===== src/rtl/mpc_cfg_loader.sv =====
// Serial configuration loader for the multi-protocol IO mux.
// Accepts 8-bit sync+config frames and applies changes with break-before-make blanking.
module mpc_cfg_loader #(
    parameter logic [3:0]  SYNC      = 4'hA,
    parameter logic [3:0]  RESET_CFG = 4'h0,
    parameter int unsigned SETTLE    = 4,
    parameter int unsigned TIMEOUT   = 16
) (
    input  logic       clk,
    input  logic       rst_n,
    input  logic       cfg_valid,
    input  logic       cfg_sdi,
    output logic [3:0] configuration,
    output logic       cfg_blank,
    output logic       cfg_busy,
    output logic       cfg_done,
    output logic       cfg_err
);

    localparam int unsigned FRAME_W = 8;
    localparam int unsigned CFG_W   = 4;
    localparam int unsigned BITC_W  = 4;
    localparam int unsigned GAP_W   = 8;
    localparam int unsigned SET_W   = 4;

    localparam logic [BITC_W-1:0] LAST_BIT = BITC_W'(FRAME_W);
    localparam logic [GAP_W-1:0]  GAP_LAST = GAP_W'(TIMEOUT - 1);
    localparam logic [SET_W-1:0]  SET_LAST = SET_W'(SETTLE - 1);

    typedef enum logic [2:0] {
        ST_IDLE       = 3'd0,
        ST_SHIFT      = 3'd1,
        ST_CHECK      = 3'd2,
        ST_BLANK_PRE  = 3'd3,
        ST_BLANK_POST = 3'd4
    } state_t;

    state_t              r_state;
    state_t              w_next_state;

    logic [FRAME_W-1:0]  r_shift;
    logic [BITC_W-1:0]   r_bitcnt;
    logic [GAP_W-1:0]    r_gap;
    logic [SET_W-1:0]    r_settle;
    logic [CFG_W-1:0]    r_cfg;
    logic                r_blank;
    logic                r_busy;
    logic                r_done;
    logic                r_err;

    logic [FRAME_W-1:0]  w_shift_nxt;
    logic [BITC_W-1:0]   w_bitcnt_nxt;
    logic [GAP_W-1:0]    w_gap_nxt;
    logic [SET_W-1:0]    w_settle_nxt;
    logic [CFG_W-1:0]    w_cfg_nxt;
    logic                w_blank_nxt;
    logic                w_busy_nxt;
    logic                w_done_nxt;
    logic                w_err_nxt;

    logic                w_sync_ok;
    logic                w_same_cfg;
    logic                w_gap_expired;

    assign w_sync_ok     = (r_shift[FRAME_W-1:CFG_W] == SYNC);
    assign w_same_cfg    = (r_shift[CFG_W-1:0] == r_cfg);
    assign w_gap_expired = !cfg_valid && (r_gap == GAP_LAST);

    // State register
    always_ff @(posedge clk or negedge rst_n) begin
        if (!rst_n) begin
            r_state <= ST_IDLE;
        end else begin
            r_state <= w_next_state;
        end
    end

    // Next-state logic
    always_comb begin
        w_next_state = r_state;
        case (r_state)
            ST_IDLE: begin
                if (cfg_valid) begin
                    w_next_state = ST_SHIFT;
                end
            end
            ST_SHIFT: begin
                if (r_bitcnt == LAST_BIT) begin
                    w_next_state = ST_CHECK;
                end else if (w_gap_expired) begin
                    w_next_state = ST_IDLE;
                end
            end
            ST_CHECK: begin
                if (!w_sync_ok || w_same_cfg) begin
                    w_next_state = ST_IDLE;
                end else begin
                    w_next_state = ST_BLANK_PRE;
                end
            end
            ST_BLANK_PRE: begin
                if (r_settle == SET_LAST) begin
                    w_next_state = ST_BLANK_POST;
                end
            end
            ST_BLANK_POST: begin
                if (r_settle == SET_LAST) begin
                    w_next_state = ST_IDLE;
                end
            end
            default: begin
                w_next_state = ST_IDLE;
            end
        endcase
    end

    // Datapath and output next values; busy/blank follow the state being entered
    always_comb begin
        w_shift_nxt  = r_shift;
        w_bitcnt_nxt = r_bitcnt;
        w_gap_nxt    = r_gap;
        w_settle_nxt = r_settle;
        w_cfg_nxt    = r_cfg;
        w_done_nxt   = 1'b0;
        w_err_nxt    = 1'b0;
        w_blank_nxt  = (w_next_state == ST_BLANK_PRE) || (w_next_state == ST_BLANK_POST);
        w_busy_nxt   = (w_next_state == ST_CHECK) || w_blank_nxt;

        case (r_state)
            ST_IDLE: begin
                if (cfg_valid) begin
                    w_shift_nxt  = {r_shift[FRAME_W-2:0], cfg_sdi};
                    w_bitcnt_nxt = BITC_W'(1);
                    w_gap_nxt    = '0;
                end
            end
            ST_SHIFT: begin
                if (r_bitcnt == LAST_BIT) begin
                    w_settle_nxt = '0;
                end else if (cfg_valid) begin
                    w_shift_nxt  = {r_shift[FRAME_W-2:0], cfg_sdi};
                    w_bitcnt_nxt = r_bitcnt + BITC_W'(1);
                    w_gap_nxt    = '0;
                end else if (w_gap_expired) begin
                    w_err_nxt    = 1'b1;
                    w_gap_nxt    = '0;
                    w_bitcnt_nxt = '0;
                end else begin
                    w_gap_nxt    = r_gap + GAP_W'(1);
                end
            end
            ST_CHECK: begin
                w_settle_nxt = '0;
                if (!w_sync_ok) begin
                    w_err_nxt  = 1'b1;
                end else if (w_same_cfg) begin
                    w_done_nxt = 1'b1;
                end
            end
            ST_BLANK_PRE: begin
                if (r_settle == SET_LAST) begin
                    w_settle_nxt = '0;
                    w_cfg_nxt    = r_shift[CFG_W-1:0];
                end else begin
                    w_settle_nxt = r_settle + SET_W'(1);
                end
            end
            ST_BLANK_POST: begin
                if (r_settle == SET_LAST) begin
                    w_settle_nxt = '0;
                    w_done_nxt   = 1'b1;
                end else begin
                    w_settle_nxt = r_settle + SET_W'(1);
                end
            end
            default: begin
                w_settle_nxt = '0;
            end
        endcase
    end

    // Datapath and output registers
    always_ff @(posedge clk or negedge rst_n) begin
        if (!rst_n) begin
            r_shift  <= '0;
            r_bitcnt <= '0;
            r_gap    <= '0;
            r_settle <= '0;
            r_cfg    <= RESET_CFG;
            r_blank  <= 1'b0;
            r_busy   <= 1'b0;
            r_done   <= 1'b0;
            r_err    <= 1'b0;
        end else begin
            r_shift  <= w_shift_nxt;
            r_bitcnt <= w_bitcnt_nxt;
            r_gap    <= w_gap_nxt;
            r_settle <= w_settle_nxt;
            r_cfg    <= w_cfg_nxt;
            r_blank  <= w_blank_nxt;
            r_busy   <= w_busy_nxt;
            r_done   <= w_done_nxt;
            r_err    <= w_err_nxt;
        end
    end

    assign configuration = r_cfg;
    assign cfg_blank     = r_blank;
    assign cfg_busy      = r_busy;
    assign cfg_done      = r_done;
    assign cfg_err       = r_err;

endmodule


===== config.mk =====
export PLATFORM = sky130hd
export DESIGN_NAME = mpc_cfg_loader
export DESIGN_NICKNAME = d
export VERILOG_FILES = /design/src/rtl/mpc_cfg_loader.sv
export SDC_FILE = /design/constraint.sdc
export NUM_CORES = 1
export LEC_CHECK = 0
export ABC_CLOCK_PERIOD_IN_PS = 2500
export CORE_ASPECT_RATIO = 1.1
export CORE_UTILIZATION = 48
export CTS_CLUSTER_SIZE = 12
export DETAILED_ROUTE_END_ITERATION = 10
export DONT_BUFFER_PORTS = 1
export REMOVE_ABC_BUFFERS = 1
export SLEW_MARGIN = 30
export SYNTH_ARGS = -nofsm -noshare
export SYNTH_HDL_FRONTEND = slang
export SYNTH_SLANG_ARGS = --single-unit

===== constraint.sdc =====
create_clock -name clk -period 2.5 [get_ports clk]
set_input_delay 0.5 -clock clk [delete_from_list [all_inputs] [get_ports clk]]
set_output_delay 0.5 -clock clk [all_outputs]
set_load 0.02 [all_outputs]

==> flow_summary.ini <==
[cells_and_area]
layout.cells.non_filler = 212
antenna-diode-count = 0
areaGrowthSynthToFinish_pct = 7.30
drive_gt1_share_pct = 15.2
n_fill_cell = 327
nNetsFinal = 171

[clock_network]
cts_setup_buffers = 0
postCtsHoldBufs = 2
ctsResizeCount = 0
cts_buffer_depth = 2
cts_tree = done
cts_htree_levels = 2
clock-root-buffer = clkbuf_4
cts_buffers = 5
clkSinkCount = 35
clk-insertion-delay-late_ns = 0.33
clk_pin_slew_ns = 0.10

[detailed_routing]
dr.pass1.iters = 4
routed_wl_um = 3210
vias_per_cell = 5.65
wl_per_cell_um = 15.1
drc = 0
ant_nets = 0
drt_iter0_markers = 53
vias = 1197

[global_route]
grt_pass1_wl_um = 5720
grt-ovfl-total = 0
grt_pass1_vias = 1209
grt_max_degree = 36
antenna_found_initial = 0
grt_use_total_pct = 19.6

[min_path]
hold_path.class = input port to flip-flop

[synth]
synthMuxAreaShare_pct = 8.86
synthSimpleGateAreaFrac_pct = 19.6
postSynth.asyncResetShare_pct = 100
synth_top_cells_by_area = dfrtp_1 (50%), mux2_2 (4.5%), mux2_1 (3.8%), nand2_1 (3.4%), ha_1 (2.8%)
ys_seq_area_share_pct = 49.6
ys_types = 46
yosys.area.top_type = dfrtp_1
synth_cells = 159
synth_xor_area_share_pct = 1.98
synth_top_area_share_pct = 49.6
synth_edf_count = 0
syn_area_per_cell_um2 = 11.1
synthAdderAreaFrac_pct = 2.83
synth_seq_cells = 35
synthesis.area_um2 = 1770
yosys_warnings = 0
synth_top_family_by_area = simple AND/OR/NAND/NOR gates
ys.flop_type = dfrtp_1
synth_compound_area_share_pct = 13.0

[power_and_ir_drop]
power.switching_mw = 0.747
p_per_area_nw_per_um2 = 1040
swShare_pct = 37.9
clockPowerShare_pct = 17.4
p_int_mw = 1.22
combPwrFrac_pct = 34.8
ir_worst_vdd_v = 0.000531
power_leakage_nw = 0.876
seqPwrFrac_pct = 47.8

[sta]
rsz0062_at_grt = false
fmaxAchievable_mhz = 487
tightest_slew_ns = 0.598
post-route-min-period_ns = 2.05
slew_violations = 0
setup_violations = 0
finClkSkew_ns = 0.00704
hold_viol = 0
slew_headroom_pct = 59.8
fin_crit_sh_pct = 82.1
tns_ns = 0

[critical_path]
cp.required_ns = 2.68
cp_cell_sequence = inv_1 -> ha_1 -> and4b_4 -> or4_1 -> nor2_2 -> a41oi_1
critPathLaunchType = flip-flop
path_class = flip-flop to flip-flop
critPathArrivalTime_ns = 2.24
cp_top_family = simple AND/OR/NAND/NOR gates
cp_slowest_cell = or4_1
crit_path_end_kind = flip-flop
crit_fanout = 6
path_buf_inv = 1
slowest_delay_ns = 0.59

[flow_run]
cap_violations = 0

[die]
die_area_um2 = 3920
die_h_um = 65.6
initial_core_util_pct = 51.7
ios = 12
num_rows = 22
core_um2 = 3410
die_w_um = 59.8

[run_status]
status = complete, no violations

[place]
gp_congestion = 0.761
port_buffers = 0
hpwl_um = 2250
dp_cells = 202
## cell families (layout without fill, tap and decap cells)
kind of cell    Yosys count  after routing
mux                      14             14
xor+xnor                  4              4
fa+ha+maj                 4              4
compound gates           31             31
flops                    35             35
buf+inv                  14             19
simple gates             57             57
## cell usage after synthesis, types with 2 or more instances
library cell  number
a22o_1             3
nand2_1           16
xor2_1             4
o21ai_0            3
nor2_1             5
inv_1              7
ha_1               4
nand3_1           10
a21oi_1            5
mux2_2             7
nor2b_1            2
buf_6              2
nand4_1            3
nor3b_1            2
and3b_1            2
buf_2              3
a31oi_1            4
clkbuf_1           2
and3_1             3
a41oi_1            4
dfrtp_1           35
mux2_1             6
o21ai_1            4
## worst reg2reg max path: stages (launching register included)
cell	delay [ns]
dfrtp_1	0.44
inv_1	0.09
ha_1	0.21
and4b_4	0.21
or4_1	0.59
nor2_2	0.22
a41oi_1	0.15
## stage by stage
stage | worst slack [ns] | util [%] | total power, mW | hold WS (ns) | instance area [um2]
global placement | 0.555 | 52.6 | 1.59 | 0.205 | 1800
floorplan | 0.657 | - | 1.43 | 0.204 | 1720
CTS | 0.448 | 55.5 | 1.99 | 0.286 | 1890
finish | 0.448 | 55.5 | 1.97 | 0.303 | 1890
global route | 0.325 | 55.5 | 2.13 | 0.266 | 1890
detailed placement | 0.471 | 52.6 | 1.62 | 0.205 | 1800
## routing by layer
metal	track usage, %	up-vias	part of all wire (%)
met5	0	-	0
met2	31.1	13	51
met4	6.10	0	0
met3	6.69	0	3.6
met1	25.0	592	46
li1	-	592	-
## placed cells by master (no fill, tap or decap), drive strengths merged, types with 3 or more instances in the layout
master  count
nand4       3
nand2      16
o21ai       7
inv         7
clkbuf      8
a41oi       4
a21oi       6
mux2       13
a22o        3
xor2        4
dfrtp      35
nand3      10
nor4        3
buf         3
a31oi       4
and3        3
ha          4
nor2        6
## final cells by class
cell class	count	area (um2)	share of cell area, %
well taps	48	60.1	3.17
flip-flops and latches	35	876	46.2
clock buffers	8	68.8	3.63
multi-input cells	110	818	43.2
inverters	7	26.3	1.39
repair buffers	4	45.0	2.38
## path summary, 6_finish.rpt
kind	startpoint	endpoint	slack [ns]	depth (start not counted)
max reg2reg	r_bitcnt[0]	r_bitcnt[0]	0.45	6
min reg2reg	r_shift[7]	r_shift[7]	0.50	1
min in group asynchronous	rst_n	r_bitcnt[1]	0.61	2
max	r_bitcnt[0]	r_bitcnt[0]	0.45	6
max in group asynchronous	rst_n	r_shift[5]	1.70	2
min	cfg_sdi	r_shift[0]	0.30	1
## state kept, by name, indices dropped and copies added, names as in the netlist
name,cells
cfg_blank,1
cfg_busy,1
cfg_done,1
cfg_err,1
configuration,4
r_bitcnt,4
r_gap,8
r_settle,4
r_shift,8
r_state,3
## power by group through the flow
stage	Combinational, mW	Sequential [mW]	Clock, mW
after global routing	0.771	0.971	0.384
after CTS	0.689	0.940	0.356
after detailed placement	0.669	0.954	0
final	0.686	0.943	0.342
after floorplan	0.530	0.899	0
after global placement	0.651	0.941	0
Note: power is estimated with default switching activity, not from simulation.
==> RTL change 1 (config.mk and constraints unchanged) <==
Take the reset off `r_shift` and load it in a clocked block of its own.
--- a/src/rtl/mpc_cfg_loader.sv
+++ b/src/rtl/mpc_cfg_loader.sv
@@ -182,7 +182,6 @@
     // Datapath and output registers
     always_ff @(posedge clk or negedge rst_n) begin
         if (!rst_n) begin
-            r_shift  <= '0;
             r_bitcnt <= '0;
             r_gap    <= '0;
             r_settle <= '0;
@@ -192,7 +191,6 @@
             r_done   <= 1'b0;
             r_err    <= 1'b0;
         end else begin
-            r_shift  <= w_shift_nxt;
             r_bitcnt <= w_bitcnt_nxt;
             r_gap    <= w_gap_nxt;
             r_settle <= w_settle_nxt;
@@ -204,6 +202,10 @@
         end
     end
 
+    always_ff @(posedge clk) begin
+        r_shift <= w_shift_nxt;
+    end
+
     assign configuration = r_cfg;
     assign cfg_blank     = r_blank;
     assign cfg_busy      = r_busy;
Check against the original RTL: no difference found for any inputs over 10 cycles, from zero or initial values and one cycle with rst_n low; that may be too few to reach the edited logic, so the function may still have changed.
==> RTL change 1 against the original RTL <==
- count of clock-buffer cells in the layout fell by 2
- wire length down 0.31%
- synthesized cell count unchanged
- setup slack better by 0.22 ns
- maximum frequency grew 12%
- via count rose by 1.6%
- sequential cell count did not move
- total power up 2.6%
- clock power increased by 15%
- design area up 2.1%
- area after synthesis grew 1.1%
- cell count up 0.47%
- critical path depth decreased by 2
- critical endpoint is now configuration[1]
- largest cell class unchanged
- largest power group unchanged
==> RTL change 1: results (changes against the original RTL) <==
| Metric | Value |
|---|---|
| Status | finished, final reports clean |
| Largest net degree at the start of global routing | 28 (-22%) |
| Warnings from Yosys | 0 (unchanged) |
| Ant diodes | 0 (unchanged) |
| Clock skew | 0.01196 ns (+0.004915 ns) |
| Fin cells | 213 (+0.47%) |
| DP Wirelength | 2.285 mm (+1.5%) |
| Number of synthesized flops with an enable pin | 8 (+8) |
| Clk_lat worst skew | 0.34 ns |
| Num CTS Buffers | 5 (unchanged) |
| Worst-case clock buffer depth | 2 (unchanged) |
| Post-CTS Repair Setup Buffers | 0 (unchanged) |
| Clk root buf | clkbuf_4 |
| Leak pwr | 0.7972 nW (-9.0%) |
| Fraction of layout cells with a size suffix above 1 | 0.1697 (+0.01726) |
| Met1 Use GR | 0.2718 (+0.02149) |
| Drt pass-1 iters | 4 (unchanged) |
| Ys flop type | dfrtp_1 |
| RD Place Congestion | 0.7823 (+2.7%) |
| Post-Syn Area per Cell | 11.23 µm² (+1.1%) |
| Cells after DPL | 203 (+0.50%) |
| Layout Nets | 172 (+0.58%) |
| Htree depth | 2 (unchanged) |
| Clk slew on worst S/H paths | 0.10 ns (about the same) |
| CP max FO | 5 (-1) |
| Slew @ Worst Pin | 0.5889 ns (-0.009072 ns) |
| Top cells by count, synth | dfrtp_1, nor2_1, nand2_1, o21ai_0 |
| Drt wl/cell | 15.01 µm (-0.78%) |
| Area contributors post-synth | dfrtp_1, edfxtp_1, xnor2_1 |
| Number of fill cells | 296 (-9.5%) |
| Port bufs | 0 (unchanged) |
| Worst VDD drop | 504.9 µV (-5.0%) |
| Placement-stage cell area | 1826 µm² (+1.7%) |
| All-layer global routing usage | 0.1970 (+0.0005201) |
| Ys async rst share | 0.7714 (-0.2286) |
| Met2 Use GR | 0.2830 (-0.02814) |
| Initial antenna violation count | 0 (unchanged) |
| DR iter-0 viols | 63 (+19%) |
| DR vias | 1216 (+1.6%) |
| Register area share after synthesis | 0.5130 (+0.01686) |
| Synth unique cells | 48 (+4.3%) |
| Vias in the first global route | 1223 (+1.2%) |
| Min-delay worst type | primary input to flop |
| Critical path arrival | 2.06 ns (-0.18 ns) |
| Net switching power | 773.4 µW (+3.6%) |
| First-pass GRT wire length | 5.699 mm (-0.37%) |
| GR Util met3 | 0.05871 (-0.008221) |
| Top flop regs | r_gap (8), r_shift (8) |
[RTL change 1: cell types whose count changed in the layout (fill, tap and decap cells not counted), moves of 4 or more]
cell	unedited run	this run
dfrtp_1	35	27
edfxtp_1	0	8
o21ai_0	3	10
xnor2_1	0	7
mux2_1	6	0
nand2_1	16	10
nor2_1	5	11
a41oi_1	4	0
[RTL change 1: cells by family (layout without fill, tap and decap cells)]
logic type,after synthesis,in the layout,share of synthesized area
buffers and inverters,9,15,0.02173
and+or+nand+nor,68,68,0.2579
adders and majority gates,4,4,0.02803
AOI/OAI and AO/OA,30,30,0.1093
DFF,35,35,0.5130
xor gates and xnor gates,8,8,0.03924
muxes,5,5,0.03083
[RTL change 1: metrics by stage]
stage	utilization	hold slack (ns)	setup slack, ns
after floorplan	-	0.2044	0.8536
after global placement	0.5305	0.2051	0.6820
after detailed placement	0.5305	0.2052	0.6731
after CTS	0.5622	0.2330	0.6647
after global routing	0.5622	0.2255	0.4926
final	0.5622	0.2518	0.6696
[RTL change 1: worst max-delay path, cell delays in order, from the launching register on]
cell     delay [ns]
dfrtp_1        0.40
ha_1           0.21
or3b_4         0.42
nor2_1         0.31
mux2_2         0.38
[RTL change 1: path summary, 6_finish.rpt]
check	start	to	slack (ns)	depth (start not counted)
max	r_settle[1]	configuration[1]	0.67	4
min	cfg_sdi	r_shift[0]	0.25	0
max reg2reg	r_settle[1]	configuration[1]	0.67	4
min reg2reg	r_shift[4]	r_shift[5]	0.46	0
max in group asynchronous	rst_n	r_bitcnt[3]	1.75	2
min in group asynchronous	rst_n	cfg_err	0.59	2
[RTL change 1: final cells by class]
cell class              count  area share
repair buffers              2     0.01552
inverters                   5    0.009702
clock inverters             2     0.01940
multi-input cells         115      0.4295
flip-flops and latches     35      0.4735
clock buffers               6     0.02135
well taps                  48     0.03105
[RTL change 1: what timing repair did]
| item | in CTS | in global routing |
|---|---|---|
| hold buffers | 2 | 0 |
| resized for setup | 0 | 0 |
| hold endpoints to repair | 27 | 0 |
[RTL change 1: routing by layer]
metal  share of wire  vias up
li1                -      592
met1            0.48      589
met2            0.44       28
met3           0.053        7
met4           0.023        0
met5               0        -
[RTL change 1: power by group through the flow]
stage	Clock, mW	Combinational, mW	Sequential (mW)
after floorplan	0	0.515	0.949
after global placement	0	0.614	0.983
after detailed placement	0	0.632	0.995
after CTS	0.410	0.648	0.982
after global routing	0.441	0.728	1.02
final	0.394	0.643	0.986
==> RTL change 2 (same flow settings) <==
Without the edit above. `GAP_W`: 8 -> 10.
--- a/src/rtl/mpc_cfg_loader.sv
+++ b/src/rtl/mpc_cfg_loader.sv
@@ -20,7 +20,7 @@
     localparam int unsigned FRAME_W = 8;
     localparam int unsigned CFG_W   = 4;
     localparam int unsigned BITC_W  = 4;
-    localparam int unsigned GAP_W   = 8;
+    localparam int unsigned GAP_W   = 10;
     localparam int unsigned SET_W   = 4;
 
     localparam logic [BITC_W-1:0] LAST_BIT = BITC_W'(FRAME_W);
Check against the original RTL: no difference found for any inputs over 10 cycles, from zero or initial values and one cycle with rst_n low; that may be too few to reach the edited logic, so the function may still have changed.
==> RTL change 2 against the original RTL <==
- die area increased by 5.3%
- setup slack got worse by 0.050 ns
- first-iteration DRC count unchanged
- wire length is 11% higher
- area after synthesis grew 5.5%
- design area increased by 6.7%
- hold slack got worse by 0.27 ns
- sequential cell count rose by 2
- total power is 16% higher
- critical path type unchanged
- highest routed layer is now met4
==> RTL change 2: results (changes against the original RTL) <==
| Metric | Value |
|---|---|
| Worst VDD drop | 600.9 µV (+13%) |
| Clk slew on worst S/H paths | 0.07 ns (-0.03 ns) |
| Cell area after layout | 2022 µm² (+6.7%) |
| Placement-stage cell area | 1891 µm² (+5.3%) |
| Clk_lat worst skew | 0.29 ns (-0.04 ns) |
| CP max FO | 19 (+13) |
| Ys flop type | dfrtp_1 |
| Cells after DPL | 220 (+8.9%) |
| Top flop regs | r_gap (10), r_shift (8) |
| Post-Syn Area per Cell | 10.52 µm² (-5.3%) |
| Min-delay worst type | primary input to async pin |
| Htree depth | 2 (unchanged) |
| Vias/cell | 6.026 (+6.7%) |
| Dpl ws | 0.4188 ns (-0.05222 ns) |
| Vias in the first global route | 1344 (+11%) |
| DP Wirelength | 2.532 mm (+12%) |
| Met1 Use GR | 0.2308 (-0.01955) |
| Synthesized flop and latch total | 37 (+5.7%) |
| Met2 Use GR | 0.3478 (+0.03671) |
| Fraction of layout cells with a size suffix above 1 | 0.1564 (+0.003986) |
| DR iter-0 viols | 53 (unchanged) |
| Clock skew | 0.003720 ns (-0.003323 ns) |
| All-layer global routing usage | 0.1986 (+0.002200) |
| First-pass GRT wire length | 5.940 mm (+3.8%) |
| Layout Nets | 186 (+8.8%) |
| Ys async rst share | 1.000 (unchanged) |
| Area contributors post-synth | dfrtp_1, mux2_2, nand3_1 |
| Largest net degree at the start of global routing | 38 (+5.6%) |
| Synth unique cells | 46 (unchanged) |
| Register area share after synthesis | 0.4973 (+0.001210) |
| Clk root buf | clkbuf_8 |
| Critical path arrival | 2.29 ns (+0.05 ns) |
| Routed WL | 3.570 mm (+11%) |
| Fin cells | 229 (+8.0%) |
| Leak pwr | 0.8712 nW (-0.54%) |
| GR Util met3 | 0.04406 (-0.02287) |
| Top cells by count, synth | dfrtp_1, nand3_1, mux2_2, nand2_1, o21ai_0 |
| Initial antenna violation count | 0 (unchanged) |
| Slew @ Worst Pin | 0.5189 ns (-0.07911 ns) |
| RD Place Congestion | 0.8214 (+7.9%) |
| Status | finished, final reports clean |
==> RTL change 2: changes by cell type in the layout (fill, tap and decap cells not counted), moves of 4 or more <==
cell and delta:
o21ai_1 -4, clkbuf_4 -5, o21ai_0 +7, mux2_1 -6, inv_1 -4, nand3_1 +5, xnor2_1 +5, mux2_2 +5
nand2_1 -4, nand4_1 +5
==> RTL change 2: final timing paths <==
check	from	to	slack [ns]	cells after the start
min in group clk	cfg_sdi	r_shift[0]	0.36	1
hold / removal	rst_n	r_gap[0]	0.04	1
setup reg to reg	r_bitcnt[0]	r_gap[9]	0.40	6
hold reg to reg	r_settle[0]	r_settle[0]	0.52	1
setup / recovery	r_bitcnt[0]	r_gap[9]	0.40	6
max in group asynchronous	rst_n	r_gap[9]	2.27	1
==> RTL change 2: cell families (layout without fill, tap and decap cells) <==
group           after synthesis  after routing  synth area share
xor+xnor                      6              6           0.02823
fa+ha+maj                     4              4           0.02688
mux                          13             13           0.07796
flops                        37             37            0.4973
buf+inv                      11             13           0.02822
compound gates               34             34            0.1163
simple gates                 72             72            0.2251
==> RTL change 2: final cells by class <==
class,count,area (µm²)
flip-flops and latches,37,925.9
repair buffers,2,27.53
clock buffers,6,72.57
well taps,50,62.56
clock inverters,2,38.79
fillers,357,1662
multi-input cells,129,883.3
inverters,3,11.26
==> RTL change 2: layer usage <==
| metal | up-vias | routed length [µm] |
|---|---|---|
| met5 | - | 0 |
| met3 | 9 | 192 |
| met1 | 673 | 1476 |
| met4 | 0 | 70 |
| li1 | 658 | - |
| met2 | 40 | 1830 |
==> RTL change 2: worst max-delay path: stages, from the launching register on <==
cell	delay [ns]
dfrtp_1	0.42
inv_1	0.09
ha_1	0.22
nand4b_1	0.18
nand3_2	0.30
or4_1	0.59
a21boi_0	0.22
==> RTL change 2: stage by stage <==
stage,hold WS (ns),utilization,power (mW)
after global routing,0.04457,0.5489,2.444
final,0.03819,0.5489,2.283
after CTS,0.04019,0.5489,2.306
after detailed placement,0.2051,0.5132,1.776
after floorplan,0.2044,-,1.573
after global placement,0.2052,0.5132,1.739
==> RTL change 2: timing repair <==
action	in CTS	in global routing
buffers inserted	0	0
hold buffers	1	0
gates resized for setup	0	0
setup endpoints to repair	0	0
hold endpoints to repair	37	0
==> RTL change 2: where the power goes <==
part	switching, mW	internal (mW)
sequential	0.241	0.784
combinational	0.404	0.345
clock	0.209	0.299
total	0.854	1.43
